**src/rtl/crc_code_pkg.sv**
```systemverilog
// Shared types and width helpers for the CRC engine control unit and its arbiter.
package crc_code_pkg;

    localparam int unsigned DEFAULT_NUM_CH     = 2;
    localparam int unsigned DEFAULT_DATA_WIDTH = 32;
    localparam int unsigned DEFAULT_CRC_WIDTH  = 8;

    typedef enum logic [1:0] {
        ST_IDLE  = 2'd0,
        ST_LOAD  = 2'd1,
        ST_SHIFT = 2'd2,
        ST_DONE  = 2'd3
    } state_e;

    // Total bits shifted per transaction: message followed by CRC.
    function automatic int unsigned shift_len(input int unsigned data_w, input int unsigned crc_w);
        return data_w + crc_w;
    endfunction

    // Width of the shift index counter.
    function automatic int unsigned cnt_w(input int unsigned len);
        return (len > 1) ? $clog2(len) : 1;
    endfunction

    // Width of a channel index.
    function automatic int unsigned ch_w(input int unsigned num_ch);
        return (num_ch > 1) ? $clog2(num_ch) : 1;
    endfunction

endpackage

```
**src/rtl/crc_code_rr_arbiter.sv**
```systemverilog
// Combinational round-robin pick: first requester after last_grant, wrapping.
module crc_code_rr_arbiter
    import crc_code_pkg::*;
#(
    parameter int unsigned NUM_CH = DEFAULT_NUM_CH
) (
    input  logic [NUM_CH-1:0]         req,
    input  logic [ch_w(NUM_CH)-1:0]   last_grant,
    input  logic                      enable,
    output logic [ch_w(NUM_CH)-1:0]   grant,
    output logic                      grant_valid
);

    localparam int unsigned CH_W = ch_w(NUM_CH);

    // Scan channels last_grant+1 .. last_grant+NUM_CH; the first hit wins.
    always_comb begin
        grant       = '0;
        grant_valid = 1'b0;
        for (int unsigned k = 1; k <= NUM_CH; k++) begin
            if (enable && !grant_valid && req[CH_W'((32'(last_grant) + k) % NUM_CH)]) begin
                grant       = CH_W'((32'(last_grant) + k) % NUM_CH);
                grant_valid = 1'b1;
            end
        end
    end

endmodule

```
**src/rtl/crc_code_ctrl_arbiter.sv**
```systemverilog
// Shared bit-serial CRC engine controller: round-robin request arbitration,
// load/shift sequencing and per-channel check result.
// Optional feature macro: CRC_CODE_CTRL_ABORT_EN adds an abort input that
// cancels the transaction in LOAD or SHIFT.
module crc_code_ctrl_arbiter
    import crc_code_pkg::*;
#(
    parameter int unsigned NUM_CH     = DEFAULT_NUM_CH,
    parameter int unsigned DATA_WIDTH = DEFAULT_DATA_WIDTH,
    parameter int unsigned CRC_WIDTH  = DEFAULT_CRC_WIDTH
) (
    input  logic                                                clk,
    input  logic                                                rst,
    input  logic [NUM_CH-1:0]                                   start,
    input  logic [NUM_CH-1:0]                                   check_mode,
    input  logic                                                syndrome_zero,
`ifdef CRC_CODE_CTRL_ABORT_EN
    input  logic                                                abort,
`endif
    output logic                                                load_en,
    output logic                                                shift_en,
    output logic [ch_w(NUM_CH)-1:0]                             ch_sel,
    output logic [cnt_w(shift_len(DATA_WIDTH, CRC_WIDTH))-1:0]  bit_idx,
    output logic [NUM_CH-1:0]                                   data_valid,
    output logic [NUM_CH-1:0]                                   crc_err,
    output logic [NUM_CH-1:0]                                   busy,
    output logic                                                engine_busy
);

    localparam int unsigned SHIFT_LEN = shift_len(DATA_WIDTH, CRC_WIDTH);
    localparam int unsigned CNT_W     = cnt_w(SHIFT_LEN);
    localparam int unsigned CH_W      = ch_w(NUM_CH);
    localparam logic [CNT_W-1:0] LAST_IDX = CNT_W'(SHIFT_LEN - 1);

    state_e              state_q, state_d;
    logic [CH_W-1:0]     last_grant_q, last_grant_d, ch_sel_d;
    logic [CNT_W-1:0]    cnt_d;
    logic [NUM_CH-1:0]   pending_q, pending_d, mode_q, mode_d, crc_err_d;
    logic [NUM_CH-1:0]   accept, sel_oh, next_oh;
    logic [NUM_CH-1:0]   data_valid_d, busy_d;
    logic                load_en_d, shift_en_d, engine_busy_d;
    logic                arb_en, arb_valid, abort_req, done_err;
    logic [CH_W-1:0]     arb_grant;

`ifdef CRC_CODE_CTRL_ABORT_EN
    assign abort_req = abort;
`else
    assign abort_req = 1'b0;
`endif

    // Requests are only taken from idle channels; the rest are dropped.
    assign accept   = start & ~busy;
    assign sel_oh   = NUM_CH'(1) << ch_sel;
    assign done_err = (|(mode_q & sel_oh)) & ~syndrome_zero;
    assign arb_en   = (state_q == ST_IDLE) || (state_q == ST_DONE);

    crc_code_rr_arbiter #(
        .NUM_CH      (NUM_CH)
    ) u_rr_arbiter (
        .req         (pending_q),
        .last_grant  (last_grant_q),
        .enable      (arb_en),
        .grant       (arb_grant),
        .grant_valid (arb_valid)
    );

    // Next-state, bookkeeping and next-output decode.
    always_comb begin
        state_d      = state_q;
        ch_sel_d     = ch_sel;
        last_grant_d = last_grant_q;
        cnt_d        = bit_idx;
        pending_d    = pending_q | accept;
        mode_d       = (mode_q & ~accept) | (check_mode & accept);
        crc_err_d    = crc_err;

        case (state_q)
            ST_IDLE: begin
                if (arb_valid) begin
                    state_d      = ST_LOAD;
                    ch_sel_d     = arb_grant;
                    last_grant_d = arb_grant;
                end
            end
            ST_LOAD: begin
                pending_d = pending_d & ~sel_oh;
                crc_err_d = crc_err & ~sel_oh;
                cnt_d     = '0;
                state_d   = abort_req ? ST_IDLE : ST_SHIFT;
            end
            ST_SHIFT: begin
                if (abort_req) begin
                    state_d = ST_IDLE;
                    cnt_d   = '0;
                end else if (bit_idx == LAST_IDX) begin
                    state_d = ST_DONE;
                    cnt_d   = '0;
                end else begin
                    cnt_d = bit_idx + CNT_W'(1);
                end
            end
            ST_DONE: begin
                crc_err_d = (crc_err & ~sel_oh) | (done_err ? sel_oh : '0);
                if (arb_valid) begin
                    state_d      = ST_LOAD;
                    ch_sel_d     = arb_grant;
                    last_grant_d = arb_grant;
                end else begin
                    state_d = ST_IDLE;
                end
            end
            default: state_d = ST_IDLE;
        endcase

        next_oh       = NUM_CH'(1) << ch_sel_d;
        load_en_d     = (state_d == ST_LOAD);
        shift_en_d    = (state_d == ST_SHIFT);
        engine_busy_d = (state_d != ST_IDLE);
        data_valid_d  = (state_d == ST_DONE) ? next_oh : '0;
        busy_d        = pending_d | (engine_busy_d ? next_oh : '0);
    end

    // State and registered outputs.
    always_ff @(posedge clk or negedge rst) begin
        if (!rst) begin
            state_q      <= ST_IDLE;
            last_grant_q <= CH_W'(NUM_CH - 1);
            ch_sel       <= '0;
            bit_idx      <= '0;
            pending_q    <= '0;
            mode_q       <= '0;
            crc_err      <= '0;
            load_en      <= 1'b0;
            shift_en     <= 1'b0;
            engine_busy  <= 1'b0;
            data_valid   <= '0;
            busy         <= '0;
        end else begin
            state_q      <= state_d;
            last_grant_q <= last_grant_d;
            ch_sel       <= ch_sel_d;
            bit_idx      <= cnt_d;
            pending_q    <= pending_d;
            mode_q       <= mode_d;
            crc_err      <= crc_err_d;
            load_en      <= load_en_d;
            shift_en     <= shift_en_d;
            engine_busy  <= engine_busy_d;
            data_valid   <= data_valid_d;
            busy         <= busy_d;
        end
    end

endmodule
```
**config.mk**
```make
export PLATFORM = sky130hd
export DESIGN_NAME = crc_code_ctrl_arbiter
export DESIGN_NICKNAME = d
export VERILOG_FILES = /design/src/rtl/crc_code_pkg.sv /design/src/rtl/crc_code_rr_arbiter.sv /design/src/rtl/crc_code_ctrl_arbiter.sv
export SDC_FILE = /design/constraint.sdc
export NUM_CORES = 1
export LEC_CHECK = 0
export CAP_MARGIN = 20
export CORE_AREA = 2 2 52 78
export DETAILED_ROUTE_END_ITERATION = 16
export DIE_AREA = 0 0 54 80
export GPL_TIMING_DRIVEN = 1
export SKIP_LAST_GASP = 1
export SLEW_MARGIN = 40
export SYNTH_ARGS = -nofsm -noshare
export SYNTH_HDL_FRONTEND = slang
export SYNTH_SLANG_ARGS = --single-unit
```
**constraint.sdc**
```tcl
create_clock -name clk -period 2.35 [get_ports clk]
set_input_delay 0.47 -clock clk [delete_from_list [all_inputs] [get_ports clk]]
set_output_delay 0.47 -clock clk [all_outputs]
set_load 0.1 [all_outputs]
```
==> summary.md <==
| Metric | Value |
|---|---|
| Hpwl dp | ~1600 microns |
| Initial Util | ~29% |
| Nets | around 130 |
| Largest net degree at the start of global routing | 24 |
| Vias/cell | around 4.7 |
| CP endpoint kind | register |
| Post-CTS setup repair buffer count | 0 |
| Most common cell after layout, fill and taps aside | dfrtp_1 |
| Final setup viols | 0 |
| Grt ovf | 0 |
| Area contributors post-synth | dfrtp_1, ha_1, inv_1 |
| Status | finished, final reports clean |
| Iteration count of the initial detailed-routing pass | 3 |
| Final std cells w/o fill | approximately 160 |
| Routability-driven placement congestion ratio | 0.780 |
| Crit path largest cell delay | roughly 0.64 ns |
| Clock Tree Buf Depth | 2 |
| Dpl cells | 160 |
| Seq/Total Area, Yosys | between 50% and 60% |
| Synth top area share | ~52% |
| Vias in the first global route | 832 |
| Worst relative slew slack | a little over three fifths |
| Most common flop cell mapped by yosys | dfrtp_1 |
| HP Class | register to register |
| GRT met2 Usage | approximately 20% |
| RSZ-0062 raised after global routing | false |
| Final Cycle Share | between 70% and 80% |
| CP Launch Type | register |
| CP cell instances | inv_1, ha_1, o22ai_2, nor3b_1, o21bai_1 |
| Die X | 54 microns |
| Synth warn | 0 |
| Initial antenna violation count | 0 |
| Max Fclk | between 0.5 and 0.6 GHz |
| Most frequent cells in the layout | dfrtp_1, buf_4, inv_1 |
| Die Area | about 4300 sq um |
| Cell count after synthesis | 96 |
| Top cell type by total area after synthesis | dfrtp_1 |
| Yosys cell types | 31 |
| Worst-skew pair later-pin latency | 0.26 ns |
| Post-CTS sizing | 0 |
| Post-synth net total | roughly 110 |
| Setup TNS | 0 ns |
| Global routing met3 resource utilization | roughly 1.7% |
| CTS sink cnt | 23 |
| Fraction of registers with async set/reset | 100% |
| DIE HEIGHT | roughly 80 microns |
| Row count | 27 |
| CTS tree | yes |
| FF+latch count, synth | 23 |
| Worst-Margin Slew | between 0.5 and 0.6 ns |
| Root buffer cell | clkbuf_8 |
| First-pass GRT wire length | approximately 3500 microns |
| Pins Over Slew Limit | 0 |
| Clk slew on worst S/H paths | about 0.080 ns |
| H-tree depth | 1 |
| Initial DRC count | 14 |
| Max-cap viol count | 0 |
| Met1 Track Usage GR | 10.9% |
| Top delay family on crit path | adder cells |
| ANT cells | 0 |
| Min Tclk post-route | approximately 1.9 ns |
| Port buffer count | 22 |
| Crit path max fanout | 20 |
| GRT Util Overall | about 11% |
| Setup Crit Path Kind | register to register |
| EDFF count, synth | 0 |
| Final Worst Setup Slack | ~0.47 ns |
| Synthesized area | approximately 1100 sq um |
| CP max-delay cell | ha_1 |
| Post-place setup slack | 0.478 ns |
| Hold_buf cts | 0 |
| Cts bufs inserted | 3 |
| Hold Fails Final Rpt | 0 |
| Core Region | 3650 sq um |
| CP Data Arrival Time | slightly above 2 ns |
| Share of layout cells above drive strength 1 | 24.0% |
| Setup skew after layout | between 0.0015 and 0.002 ns |
| DRC violations left | 0 |
| Avg Synthesized Cell Area | around 11 sq um |
| Crit path required time | 2.49 ns |
| Final WL | 2090 microns |
| Routed Antenna Nets | 0 |
| Worst path bufs/invs | 1 |
| Via count | about 770 |
| Dpl cell area | 1290 sq um |
| GRT Max-Usage Layer | met2 |
| DR WL/cell | 12.8 microns |
| Fin area | between 1000 and 1500 sq um |
| I/O Pins | 23 |
| P&R area growth vs syn | 26.2% |
-- layout make-up --
type | instances | area, sq um
Clock buffer | 4 | 45.0
Fill cell | 391 | 2310
Inverter | 11 | 41.3
Multi-Input combinational cell | 60 | 434
Sequential cell | 23 | 577
Tap cell | 43 | 53.8
Timing Repair Buffer | 23 | 188
-- worst register-to-register path, cell delays in order (launching register included) --
cell      delay (ns)
dfrtp_1         0.40
inv_1           0.08
ha_1            0.64
o22ai_2         0.18
nor3b_1         0.36
o21bai_1        0.10
-- final timing paths --
kind                                     startpoint                        to  slack, ns  cells after the start
max                            state_q[0]$_DFF_PN0_         busy[0]$_DFF_PN0_       0.47                      5
min                        last_grant_q$_DFFE_PN1P_  last_grant_q$_DFFE_PN1P_       0.49                      2
max reg2reg                    state_q[0]$_DFF_PN0_         busy[0]$_DFF_PN0_       0.47                      5
min reg2reg                last_grant_q$_DFFE_PN1P_  last_grant_q$_DFFE_PN1P_       0.49                      2
max in group asynchronous                       rst  last_grant_q$_DFFE_PN1P_       1.50                      2
min in group asynchronous                       rst         busy[1]$_DFF_PN0_       0.57                      2
-- through the flow --
| step | hold WS [ns] | utilization, % |
|---|---|---|
| detailed placement | 0.483 | 35.5 |
| finish | 0.488 | 36.7 |
| global route | 0.539 | 36.7 |
| CTS | 0.495 | 36.7 |
| global placement | 0.478 | 35.5 |
| floorplan | 0.174 | - |
-- metal layers --
layer	vias up	part of all wire [%]
li1	378	-
met2	19	55
met1	366	37
met5	-	0
met4	0	2.6
met3	5	5.4
-- synth_stat cells, types with 3 or more instances --
library cell,count
dfrtp_1,22
o21ai_0,8
o22ai_1,3
ha_1,5
nand3_1,4
nand2_1,4
nor3b_1,3
a21oi_1,4
nor2_1,4
nor2b_1,4
inv_1,11
-- kinds of logic (layout without fill, tap and decap cells) --
family | count (synthesis) | count (layout) | share of synthesized area [%]
simple gates | 28 | 28 | 15.6
compound gates | 23 | 23 | 15.0
flops | 23 | 23 | 54.4
buf+inv | 13 | 38 | 4.72
fa+ha+maj | 5 | 5 | 5.90
mux | 4 | 4 | 4.48
Power is left out: the tool's default activity adds up to more than one toggle a clock period on the data nets, which glitch-free logic cannot reach.
